<file path="src/rtl/grf_wb_ctrl.sv">
// grf_wb_ctrl - write-back controller for the general register file.
//
// Merges two write sources onto the single register-file write port:
//   - main datapath: single-cycle writes, always highest priority.
//   - auxiliary long-latency unit: valid/ready handshake, buffered in a
//     small FIFO of DEPTH entries and drained whenever main is idle.
// Also exports per-register pending flags so hazard logic can stall reads
// of registers that still have a queued aux write.
//
// Ports:
//   clk, reset                   clock, synchronous active-high reset
//   main_we/addr/data/pc         main datapath write request
//   aux_valid/ready/addr/data/pc aux result handshake
//   RegWr, A3, res, WPC          register file write port (combinational)
//   q1_addr/q1_pend, q2_addr/q2_pend  hazard queries against the FIFO
module grf_wb_ctrl #(
  parameter int unsigned DEPTH = 4
) (
  input  logic        clk,
  input  logic        reset,
  input  logic        main_we,
  input  logic [4:0]  main_addr,
  input  logic [31:0] main_data,
  input  logic [31:0] main_pc,
  input  logic        aux_valid,
  output logic        aux_ready,
  input  logic [4:0]  aux_addr,
  input  logic [31:0] aux_data,
  input  logic [31:0] aux_pc,
  output logic        RegWr,
  output logic [4:0]  A3,
  output logic [31:0] res,
  output logic [31:0] WPC,
  input  logic [4:0]  q1_addr,
  input  logic [4:0]  q2_addr,
  output logic        q1_pend,
  output logic        q2_pend
);

  localparam int unsigned PW = (DEPTH > 1) ? $clog2(DEPTH) : 1;
  localparam int unsigned CW = $clog2(DEPTH + 1);

  // FIFO storage; live_q is kept 0 for unoccupied slots so pending lookup
  // needs no occupancy mask.
  logic [DEPTH-1:0] live_q, live_d;
  logic [4:0]       addr_q [DEPTH];
  logic [4:0]       addr_d [DEPTH];
  logic [31:0]      data_q [DEPTH];
  logic [31:0]      data_d [DEPTH];
  logic [31:0]      pc_q   [DEPTH];
  logic [31:0]      pc_d   [DEPTH];
  logic [PW-1:0]    wr_ptr_q, wr_ptr_d;
  logic [PW-1:0]    rd_ptr_q, rd_ptr_d;
  logic [CW-1:0]    count_q, count_d;

  logic mw;
  logic empty;
  logic full;
  logic head_live;
  logic bypass;
  logic pop;
  logic push;

  // Control decode and write port select
  always_comb begin
    mw        = main_we && (main_addr != '0);
    empty     = (count_q == '0);
    full      = (count_q == CW'(DEPTH));
    head_live = !empty && live_q[rd_ptr_q];
    aux_ready = !full;
    // Bypass only when the FIFO is empty, so it never jumps older entries.
    bypass    = !mw && empty && aux_valid && (aux_addr != '0);
    // A live head waits while main owns the port; a dead head pops anyway.
    pop       = !empty && (!mw || !head_live);
    push      = aux_valid && !full && (aux_addr != '0) && !bypass &&
                !(mw && (aux_addr == main_addr));

    RegWr = 1'b0;
    A3    = '0;
    res   = '0;
    WPC   = '0;
    if (mw) begin
      RegWr = 1'b1;
      A3    = main_addr;
      res   = main_data;
      WPC   = main_pc;
    end else if (head_live) begin
      RegWr = 1'b1;
      A3    = addr_q[rd_ptr_q];
      res   = data_q[rd_ptr_q];
      WPC   = pc_q[rd_ptr_q];
    end else if (bypass) begin
      RegWr = 1'b1;
      A3    = aux_addr;
      res   = aux_data;
      WPC   = aux_pc;
    end
  end

  // FIFO next state
  always_comb begin
    live_d   = live_q;
    addr_d   = addr_q;
    data_d   = data_q;
    pc_d     = pc_q;
    wr_ptr_d = wr_ptr_q;
    rd_ptr_d = rd_ptr_q;
    count_d  = count_q;

    // Main is always the younger write: kill matching queued entries.
    if (mw) begin
      for (int unsigned i = 0; i < DEPTH; i++) begin
        if (addr_q[i] == main_addr) begin
          live_d[i] = 1'b0;
        end
      end
    end

    if (pop) begin
      live_d[rd_ptr_q] = 1'b0;
      rd_ptr_d         = rd_ptr_q + PW'(1);
    end

    // Push slot is never occupied (push requires !full), so no conflict
    // with the kill or pop updates above.
    if (push) begin
      live_d[wr_ptr_q] = 1'b1;
      addr_d[wr_ptr_q] = aux_addr;
      data_d[wr_ptr_q] = aux_data;
      pc_d[wr_ptr_q]   = aux_pc;
      wr_ptr_d         = wr_ptr_q + PW'(1);
    end

    unique case ({push, pop})
      2'b10:   count_d = count_q + CW'(1);
      2'b01:   count_d = count_q - CW'(1);
      default: count_d = count_q;
    endcase
  end

  // Pending lookup reflects registered state only.
  always_comb begin
    q1_pend = 1'b0;
    q2_pend = 1'b0;
    for (int unsigned i = 0; i < DEPTH; i++) begin
      if (live_q[i] && (addr_q[i] == q1_addr)) q1_pend = 1'b1;
      if (live_q[i] && (addr_q[i] == q2_addr)) q2_pend = 1'b1;
    end
    if (q1_addr == '0) q1_pend = 1'b0;
    if (q2_addr == '0) q2_pend = 1'b0;
  end

  always_ff @(posedge clk) begin
    if (reset) begin
      live_q   <= '0;
      wr_ptr_q <= '0;
      rd_ptr_q <= '0;
      count_q  <= '0;
    end else begin
      live_q   <= live_d;
      wr_ptr_q <= wr_ptr_d;
      rd_ptr_q <= rd_ptr_d;
      count_q  <= count_d;
    end
  end

  // Payload fields need no reset; live_q guards their use.
  always_ff @(posedge clk) begin
    addr_q <= addr_d;
    data_q <= data_d;
    pc_q   <= pc_d;
  end

endmodule

</file>
<file path="config.mk">
export PLATFORM = sky130hd
export DESIGN_NAME = grf_wb_ctrl
export DESIGN_NICKNAME = d
export VERILOG_FILES = /design/src/rtl/grf_wb_ctrl.sv
export SDC_FILE = /design/constraint.sdc
export NUM_CORES = 1
export LEC_CHECK = 0
export CORE_MARGIN = 8
export CORE_UTILIZATION = 57
export CTS_BUF_LIST = sky130_fd_sc_hd__clkbuf_16
export DETAILED_ROUTE_END_ITERATION = 10
export PLACE_DENSITY_LB_ADDON = 0.3
export SETUP_SLACK_MARGIN = 0.3
export SLEW_MARGIN = 5
export SYNTH_ARGS = -nofsm -noshare
export SYNTH_HDL_FRONTEND = slang
export SYNTH_SLANG_ARGS = --single-unit
</file>
<file path="constraint.sdc">
create_clock -name clk -period 6.6 [get_ports clk]
set_input_delay 0.99 -clock clk [delete_from_list [all_inputs] [get_ports clk]]
set_output_delay 0.99 -clock clk [all_outputs]
set_load 0.02 [all_outputs]
</file>
==> impl_table.tex, run 1 <==
\begin{tabular}{lr}
\hline
Metric & Value \\
\hline
\multicolumn{2}{l}{\textbf{Finish}} \\
\quad Antenna diode count & 0 \\
\quad NumNets Final & 1150 \\
\quad Most common cell after layout, fill and taps aside & sky130\_fd\_sc\_hd\_\_edfxtp\_1 \\
\quad Highest-count cells in the layout ignoring fill and taps & 276 x sky130\_fd\_sc\_hd\_\_edfxtp\_1, 224 x sky130\_fd\_sc\_hd\_\_clkdlybuf4s50\_1, 139 x sky130\_fd\_sc\_hd\_\_nand2\_1, 70 x sky130\_fd\_sc\_hd\_\_mux4\_2, 68 x sky130\_fd\_sc\_hd\_\_a22oi\_1 \\
\quad Area added between synthesis and finish & 26.2\% \\
\quad Layout cell share with drive strength beyond 1 & 13.0\% \\
\quad Final non-filler cell total & 1290 \\
\multicolumn{2}{l}{\textbf{Place}} \\
\quad Number of port buffers & 224 \\
\quad Number of placed cells counting well taps & 1238 \\
\quad DP HPWL & 18.5 mm \\
\quad Routability-driven placement congestion ratio & 0.932 \\
\multicolumn{2}{l}{\textbf{Synth}} \\
\quad Proportion of register bits with asynchronous set or reset after synthesis & 0\% \\
\quad Cell variety after synth & 40 \\
\quad Area share of the largest cell type after synthesis & 65.4\% \\
\quad Per-instance average area after synthesis & 16.2 µm² \\
\quad Syn Inst Count & 783 \\
\quad Cell accounting for the most synthesized area & sky130\_fd\_sc\_hd\_\_edfxtp\_1 \\
\quad Post-synth net total & 945 \\
\quad Predominant post-synthesis flop cell & sky130\_fd\_sc\_hd\_\_edfxtp\_1 \\
\quad Syn. warnings & 0 \\
\quad Post-synth EDFFs & 276 \\
\quad Most area-consuming cells after synthesis & sky130\_fd\_sc\_hd\_\_edfxtp\_1 65\%, sky130\_fd\_sc\_hd\_\_mux4\_2 12\%, sky130\_fd\_sc\_hd\_\_nand2\_1 4.1\% \\
\quad Flops \& latches, synth & 287 \\
\quad Area of the mapped netlist & 12700 µm² \\
\quad Share of synthesized area occupied by flip-flops and latches & 67.2\% \\
\multicolumn{2}{l}{\textbf{Drt}} \\
\quad First-pass iteration count of the detailed router & 5 \\
\quad Post-DR wirelength/cell & 23.3 µm \\
\quad First-iteration detailed-routing DRC count & 566 \\
\quad DRC & 0 \\
\quad Routed Antenna Nets & 0 \\
\quad Overall via count from detail\_route & 7758 \\
\quad Vias per cell & 6.01 \\
\quad Post-Route WL & 30.1 mm \\
\multicolumn{2}{l}{\textbf{Floorplanning}} \\
\quad Horiz. Die Dim & 165 µm \\
\quad Die extent in y & 165 µm \\
\quad Die area & 27200 µm² \\
\quad Starting utilization of the core area & 58.0\% \\
\quad Number of top-level pins & 225 \\
\quad Floorplan row count & 54 \\
\quad Total core area & 21800 µm² \\
\multicolumn{2}{l}{\textbf{Critical path}} \\
\quad Data arrival time of the worst path & 4.47 ns \\
\quad Critical path required time & 5.61 ns \\
\quad Largest stage delay on the critical path & 0.64 ns \\
\quad Critical setup path kind & input pin to output port \\
\quad Worst reg2reg setup slack & 3.62 ns \\
\quad Startpoint of the most critical register-to-register path & rd\_ptr\_q[0]\$\_SDFFE\_PP0N\_ \\
\quad Crit path capture type & output port \\
\quad Ordered list of cells on the worst path & clkdlybuf4s50\_1 -> or4\_4 -> o21a\_2 -> nor2\_4 -> buf\_12 -> a22oi\_1 -> a21oi\_1 -> clkdlybuf4s50\_1 \\
\quad Cells on worst reg2reg path & 7 \\
\quad Slowest stage cell, crit path & sky130\_fd\_sc\_hd\_\_clkdlybuf4s50\_1 \\
\quad Cell type with the highest occurrence count on the critical path & sky130\_fd\_sc\_hd\_\_clkdlybuf4s50\_1 \\
\quad Setup crit start kind & input pin \\
\quad Reg2Reg Capture Point & count\_q[2]\$\_SDFFE\_PP0P\_ \\
\quad Worst Path Max Fanout & 53 \\
\multicolumn{2}{l}{\textbf{Power}} \\
\quad Power Dens Cells & 344 nW/µm² \\
\quad Leakage power & 5.36 nW \\
\quad VDD IR max & 0.000221 V \\
\multicolumn{2}{l}{\textbf{Clock tree}} \\
\quad Clock tree from TritonCTS & done \\
\quad Register clock-pin slew on the reported worst setup and hold paths & 0.07 ns \\
\quad Number of buffers added for setup after CTS & 0 \\
\quad Max clock buf depth & 3 \\
\quad Clock sink total & 287 \\
\quad Max H-tree Level & 1 \\
\quad CTS buffer count & 28 \\
\quad Clock Latency Late Sink & 0.53 ns \\
\quad Root cell of the clock tree & sky130\_fd\_sc\_hd\_\_clkbuf\_16 \\
\quad Number of cells upsized or downsized after cts & 0 \\
\quad Hold buffer count at cts & 0 \\
\multicolumn{2}{l}{\textbf{STA}} \\
\quad Tcrit/Tclk final & 82.7\% \\
\quad Max Clk Rate & 183 MHz \\
\quad Post-layout minimum cycle time & 5.46 ns \\
\quad Total count of max-transition violations in the final report & 0 \\
\quad Count of final hold-check violations & 0 \\
\quad Unrepaired setup endpoints after global routing & false \\
\quad Final Skew & 0.00868 ns \\
\quad Final Setup Violations & 0 \\
\quad Setup TNS & 0 ns \\
\quad Tightest Pin Transition & 1.07 ns \\
\quad Worst rel slew slack & 28.7\% \\
\multicolumn{2}{l}{\textbf{Global route}} \\
\quad Pin count of the biggest net entering global routing & 70 \\
\quad Remaining Overflow, GRT & 0 \\
\quad Global-route wire length before repair & 45.9 mm \\
\quad Via count of the first global-routing pass & 8013 \\
\quad Initial antenna violation count & 1 \\
\quad Total Routing Usage GR & 21.9\% \\
\multicolumn{2}{l}{\textbf{Worst hold path}} \\
\quad Hold Path Sink & wr\_ptr\_q[1]\$\_SDFFE\_PP0P\_ \\
\quad Cells on Worst Hold Path & 2 \\
\quad Startpoint of the tightest hold check path & wr\_ptr\_q[1]\$\_SDFFE\_PP0P\_ \\
\quad Path class of the lowest-slack min-delay path & register to register \\
\multicolumn{2}{l}{\textbf{Run status}} \\
\quad Status & complete, no violations \\
\multicolumn{2}{l}{\textbf{Run}} \\
\quad Number of max-capacitance violations reported & 0 \\
\hline
\end{tabular}
-- logic make-up after synthesis --
family	share of synthesized area, %
DFF	67.2
and+or+nand+nor	6.34
AOI/OAI and AO/OA	5.69
muxes	12.8
xor gates and xnor gates	4.70
buffers and inverters	2.26
adders and majority gates	1.05
-- per-layer routing --
| layer | part of all wire, % | up-vias | routed length [µm] | global-route usage [%] |
|---|---|---|---|---|
| li1 | - | 3473 | - | - |
| met1 | 39 | 3909 | 11800 | 29.0 |
| met2 | 51 | 329 | 15300 | 36.6 |
| met3 | 7.8 | 45 | 2340 | 4.54 |
| met4 | 2.0 | 2 | 597 | 5.90 |
| met5 | 0.030 | - | 9 | 0 |
-- registers in the layout, summed over array words and instances, names as in the netlist --
signal / cells
data_q: 128
pc_q: 128
addr_q: 20
live_q: 4
count_q: 3
rd_ptr_q: 2
wr_ptr_q: 2
-- cells in the mapped netlist (2+ instances only) --
cell type                  count
sky130_fd_sc_hd__o21ai_0       2
sky130_fd_sc_hd__dfxtp_1      11
sky130_fd_sc_hd__xor2_1       35
sky130_fd_sc_hd__a21oi_1       8
sky130_fd_sc_hd__clkbuf_1     31
sky130_fd_sc_hd__inv_1         6
sky130_fd_sc_hd__and2_1        5
sky130_fd_sc_hd__mux2i_1       3
sky130_fd_sc_hd__buf_2        10
sky130_fd_sc_hd__or3_1         2
sky130_fd_sc_hd__edfxtp_1    276
sky130_fd_sc_hd__ha_1          9
sky130_fd_sc_hd__nand2_1     139
sky130_fd_sc_hd__buf_1         4
sky130_fd_sc_hd__a31o_1        4
sky130_fd_sc_hd__buf_6         3
sky130_fd_sc_hd__nand3_1      14
sky130_fd_sc_hd__o21a_1        2
sky130_fd_sc_hd__buf_4         6
sky130_fd_sc_hd__mux4_2       70
sky130_fd_sc_hd__nor2_4        2
sky130_fd_sc_hd__nand4_1       2
sky130_fd_sc_hd__or4_1         3
sky130_fd_sc_hd__nor4_1        9
sky130_fd_sc_hd__a22oi_1      68
sky130_fd_sc_hd__o311ai_0      4
sky130_fd_sc_hd__xnor2_1      33
sky130_fd_sc_hd__nor2_1       10
-- worst max path at each step --
| stage | startpoint | end | slack (ns) | cells after the start |
|---|---|---|---|---|
| after global placement | main_addr[2] | A3[4] | 1.22 | 8 |
| after CTS | main_addr[2] | A3[0] | 1.14 | 8 |
| final | main_addr[2] | A3[0] | 1.14 | 8 |
| after detailed placement | main_addr[2] | A3[0] | 1.16 | 8 |
| after global routing | main_addr[0] | A3[0] | 0.96 | 8 |
| after floorplan | main_addr[0] | addr_q[0]$_DFFE_PP_ | 2.19 | 7 |
-- worst max-delay path, delay by kind of cell --
| family | cells | cell delay (ns) |
|---|---|---|
| compound gates | 3 | 0.78 |
| buf+inv | 3 | 1.59 |
| simple gates | 2 | 1.08 |
-- area by class of cell --
class | count | area (µm²)
Inverter | 7 | 26.3
Clock buffer | 29 | 726
Fill cell | 1341 | 5840
Tap cell | 280 | 350
Timing Repair Buffer | 229 | 2300
Sequential cell | 287 | 8520
Multi-Input combinational cell | 435 | 3880
Clock inverter | 23 | 183
-- metrics by stage --
step                setup slack, ns  hold WS [ns]  util, %  instance area, µm²  power (W)
floorplan                      2.19         0.468        -               12700    0.00342
global placement               1.22         0.483     69.1               15100    0.00396
detailed placement             1.16         0.495     69.1               15100    0.00399
CTS                            1.14         0.505     73.2               16000    0.00555
global route                  0.957         0.527     73.2               16000    0.00574
finish                         1.14         0.499     73.2               16000    0.00550
-- where the power goes --
part	switching [W]	leakage [nW]	internal [W]
Sequential	0.000169	2.61	0.00221
Combinational	0.000774	2.30	0.000791
Clock	0.000646	0.460	0.000910
Note: power is estimated with default switching activity, not from simulation.
==> run 2, diff against run 1 <==
--- a/config.mk
+++ b/config.mk
@@ -6,7 +6,7 @@
 export NUM_CORES = 1
 export LEC_CHECK = 0
 export CORE_MARGIN = 8
-export CORE_UTILIZATION = 57
+export CORE_UTILIZATION = 48
 export CTS_BUF_LIST = sky130_fd_sc_hd__clkbuf_16
 export DETAILED_ROUTE_END_ITERATION = 10
 export PLACE_DENSITY_LB_ADDON = 0.3
==> constraint.sdc (replaced) <==
create_clock -name clk -period 4.8 [get_ports clk]
set_input_delay 0.72 -clock clk [delete_from_list [all_inputs] [get_ports clk]]
set_output_delay 0.72 -clock clk [all_outputs]
set_load 0.02 [all_outputs]
==> impl_table.tex, run 2 (synthesis gave the netlist of run 1 again) <==
\begin{tabular}{lr}
\hline
Metric & Value \\
\hline
\multicolumn{2}{l}{\textbf{Run status}} \\
\quad Status & complete, no violations \\
\multicolumn{2}{l}{\textbf{Worst hold path}} \\
\quad Path class of the lowest-slack min-delay path & register to register \\
\quad Cells on Worst Hold Path & 2 \\
\multicolumn{2}{l}{\textbf{Critical path}} \\
\quad Worst reg2reg setup slack & 2.14 ns \\
\quad Slowest stage cell, crit path & sky130\_fd\_sc\_hd\_\_clkdlybuf4s50\_1 \\
\quad Data arrival time of the worst path & 3.60 ns \\
\quad Crit path capture type & output port \\
\quad Largest stage delay on the critical path & 0.61 ns \\
\quad Worst Path Max Fanout & 38 \\
\quad Cell type with the highest occurrence count on the critical path & sky130\_fd\_sc\_hd\_\_clkdlybuf4s50\_1 \\
\quad Critical path required time & 4.08 ns \\
\quad Buffering stage count on the worst path with inverters included & 3 \\
\quad Cells on worst reg2reg path & 7 \\
\quad Ordered list of cells on the worst path & clkdlybuf4s50\_1 -> or4\_4 -> o21a\_2 -> nor2\_4 -> buf\_4 -> a22oi\_1 -> nand2\_1 -> clkdlybuf4s50\_1 \\
\quad CP delay by family, top & buffers and inverters \\
\quad Startpoint of the most critical register-to-register path & rd\_ptr\_q[0]\$\_SDFFE\_PP0N\_ \\
\quad Reg2Reg Capture Point & count\_q[2]\$\_SDFFE\_PP0P\_ \\
\quad Launching instance or port of the critical path & main\_addr[0] \\
\quad Setup crit start kind & input pin \\
\quad Capturing instance or port of the critical path & res[22] \\
\quad Critical setup path kind & input pin to output port \\
\quad Count of cell instances traversed by the critical path & 8 \\
\multicolumn{2}{l}{\textbf{Global route}} \\
\quad Pin count of the biggest net entering global routing & 52 \\
\quad Remaining Overflow, GRT & 0 \\
\quad Global-route wire length before repair & 46.7 mm \\
\quad Via count of the first global-routing pass & 8265 \\
\quad Total Routing Usage GR & 18.8\% \\
\quad Initial antenna violation count & 0 \\
\multicolumn{2}{l}{\textbf{STA}} \\
\quad Total count of max-transition violations in the final report & 0 \\
\quad Setup TNS & 0 ns \\
\quad Hold slack & 0.507 ns \\
\quad Max Clk Rate & 231 MHz \\
\quad Count of final hold-check violations & 0 \\
\quad Post-layout minimum cycle time & 4.32 ns \\
\quad Tcrit/Tclk final & 90.0\% \\
\quad Final Setup Violations & 0 \\
\quad Unrepaired setup endpoints after global routing & false \\
\quad Worst rel slew slack & 56.4\% \\
\quad Tightest Pin Transition & 0.653 ns \\
\quad Final Skew & 0.0141 ns \\
\multicolumn{2}{l}{\textbf{Drt}} \\
\quad Post-DR wirelength/cell & 22.0 µm \\
\quad Overall via count from detail\_route & 7622 \\
\quad DRC & 0 \\
\quad First-iteration detailed-routing DRC count & 527 \\
\quad First-pass iteration count of the detailed router & 5 \\
\quad Vias per cell & 5.58 \\
\quad Post-Route WL & 30.1 mm \\
\quad Routed Antenna Nets & 0 \\
\multicolumn{2}{l}{\textbf{Clock tree}} \\
\quad Max H-tree Level & 1 \\
\quad Clock tree from TritonCTS & done \\
\quad Number of buffers added for setup after CTS & 0 \\
\quad Clock Latency Late Sink & 0.53 ns \\
\quad Number of cells upsized or downsized after cts & 0 \\
\quad Hold buffer count at cts & 0 \\
\quad CTS buffer count & 28 \\
\quad Clock sink total & 287 \\
\quad Register clock-pin slew on the reported worst setup and hold paths & 0.06 ns \\
\quad Max clock buf depth & 3 \\
\quad Root cell of the clock tree & sky130\_fd\_sc\_hd\_\_clkbuf\_16 \\
\multicolumn{2}{l}{\textbf{Finish}} \\
\quad Antenna diode count & 0 \\
\quad Post-route cell area & 16400 µm² \\
\quad NumNets Final & 1171 \\
\quad Layout cell share with drive strength beyond 1 & 15.0\% \\
\quad Regs by FF count & data\_q x128, pc\_q x128, addr\_q x20 \\
\quad Most common cell after layout, fill and taps aside & sky130\_fd\_sc\_hd\_\_edfxtp\_1 \\
\quad Area added between synthesis and finish & 29.4\% \\
\quad Highest-count cells in the layout ignoring fill and taps & 276 x sky130\_fd\_sc\_hd\_\_edfxtp\_1, 224 x sky130\_fd\_sc\_hd\_\_clkdlybuf4s50\_1, 139 x sky130\_fd\_sc\_hd\_\_nand2\_1, 70 x sky130\_fd\_sc\_hd\_\_mux4\_2, 68 x sky130\_fd\_sc\_hd\_\_a22oi\_1 \\
\multicolumn{2}{l}{\textbf{Floorplanning}} \\
\quad Die area & 31800 µm² \\
\quad Horiz. Die Dim & 178 µm \\
\quad Total core area & 26000 µm² \\
\quad Floorplan row count & 59 \\
\quad Starting utilization of the core area & 48.7\% \\
\quad Number of top-level pins & 225 \\
\quad Die extent in y & 178 µm \\
\multicolumn{2}{l}{\textbf{Place}} \\
\quad Cell area reported after detailed placement & 15400 µm² \\
\quad Routability-driven placement congestion ratio & 0.938 \\
\quad DP HPWL & 19.9 mm \\
\quad Number of port buffers & 224 \\
\multicolumn{2}{l}{\textbf{Power}} \\
\quad Power Dens Cells & 475 nW/µm² \\
\quad VDD IR max & 0.000262 V \\
\quad Leakage power & 5.53 nW \\
\multicolumn{2}{l}{\textbf{Run}} \\
\quad Number of max-capacitance violations reported & 0 \\
\hline
\end{tabular}
-- run 2: area by class of cell --
cell class                      instances  area [µm²]
Clock inverter                         23         267
Clock buffer                           29         726
Sequential cell                       287        8520
Fill cell                            1904        9600
Timing Repair Buffer                  250        2550
Inverter                                7        26.3
Multi-Input combinational cell        435        3880
Tap cell                              335         419
-- run 2: where the power goes --
part / internal [W] / total, W / switching (W) / leakage, nW
Sequential: 0.00303 / 0.00324 / 0.000205 / 2.61
Clock: 0.00142 / 0.00231 / 0.000889 / 0.499
Combinational: 0.00115 / 0.00224 / 0.00109 / 2.43
-- run 2: how the worst min path moves through the flow --
| stage | start | to | slack [ns] |
|---|---|---|---|
| 6_report | wr_ptr_q[1]$_SDFFE_PP0P_ | wr_ptr_q[1]$_SDFFE_PP0P_ | 0.51 |
| 5_1_grt | wr_ptr_q[1]$_SDFFE_PP0P_ | wr_ptr_q[1]$_SDFFE_PP0P_ | 0.54 |
| 4_1_cts | wr_ptr_q[1]$_SDFFE_PP0P_ | wr_ptr_q[1]$_SDFFE_PP0P_ | 0.52 |
| 3_5_place_dp | wr_ptr_q[1]$_SDFFE_PP0P_ | wr_ptr_q[1]$_SDFFE_PP0P_ | 0.51 |
| 3_3_place_gp | wr_ptr_q[1]$_SDFFE_PP0P_ | wr_ptr_q[1]$_SDFFE_PP0P_ | 0.50 |
| 2_1_floorplan | wr_ptr_q[1]$_SDFFE_PP0P_ | wr_ptr_q[1]$_SDFFE_PP0P_ | 0.47 |
-- run 2: routing by layer --
layer	share of wire (%)	vias up	GRT usage, %	routed length (µm)
met5	0	-	0	0
met3	6.3	30	3.37	1890
met4	1.3	0	4.10	389
met2	50	251	31.6	15100
met1	42	3837	25.2	12700
li1	-	3504	-	-
-- run 2: metrics by stage --
step	cells	power, W	setup WS (ns)	util, %
finish	1366	0.00778	0.480	63.0
global route	1366	0.00814	0.312	63.0
CTS	1366	0.00788	0.442	63.0
detailed placement	1314	0.00556	0.467	59.2
global placement	1314	0.00554	0.517	59.2
floorplan	783	0.00471	0.665	-
-- run 2: worst register-to-register path, stage by stage (launching register included) --
cell and delay (ns):
sky130_fd_sc_hd__dfxtp_4 0.67, sky130_fd_sc_hd__mux4_2 0.63, sky130_fd_sc_hd__a21oi_4 0.28, sky130_fd_sc_hd__ha_1 0.26
sky130_fd_sc_hd__fa_1 0.20, sky130_fd_sc_hd__xnor2_1 0.09, sky130_fd_sc_hd__or3_1 0.31, sky130_fd_sc_hd__a21oi_1 0.16
==> run 3, diff against run 2 <==
--- a/config.mk
+++ b/config.mk
@@ -9,6 +9,7 @@
 export CORE_UTILIZATION = 48
 export CTS_BUF_LIST = sky130_fd_sc_hd__clkbuf_16
 export DETAILED_ROUTE_END_ITERATION = 10
+export GPL_TIMING_DRIVEN = 1
 export PLACE_DENSITY_LB_ADDON = 0.3
 export SETUP_SLACK_MARGIN = 0.3
 export SLEW_MARGIN = 5
==> results of run 3 <==
The final DEF is identical to that of run 2; final timing and power are the same.
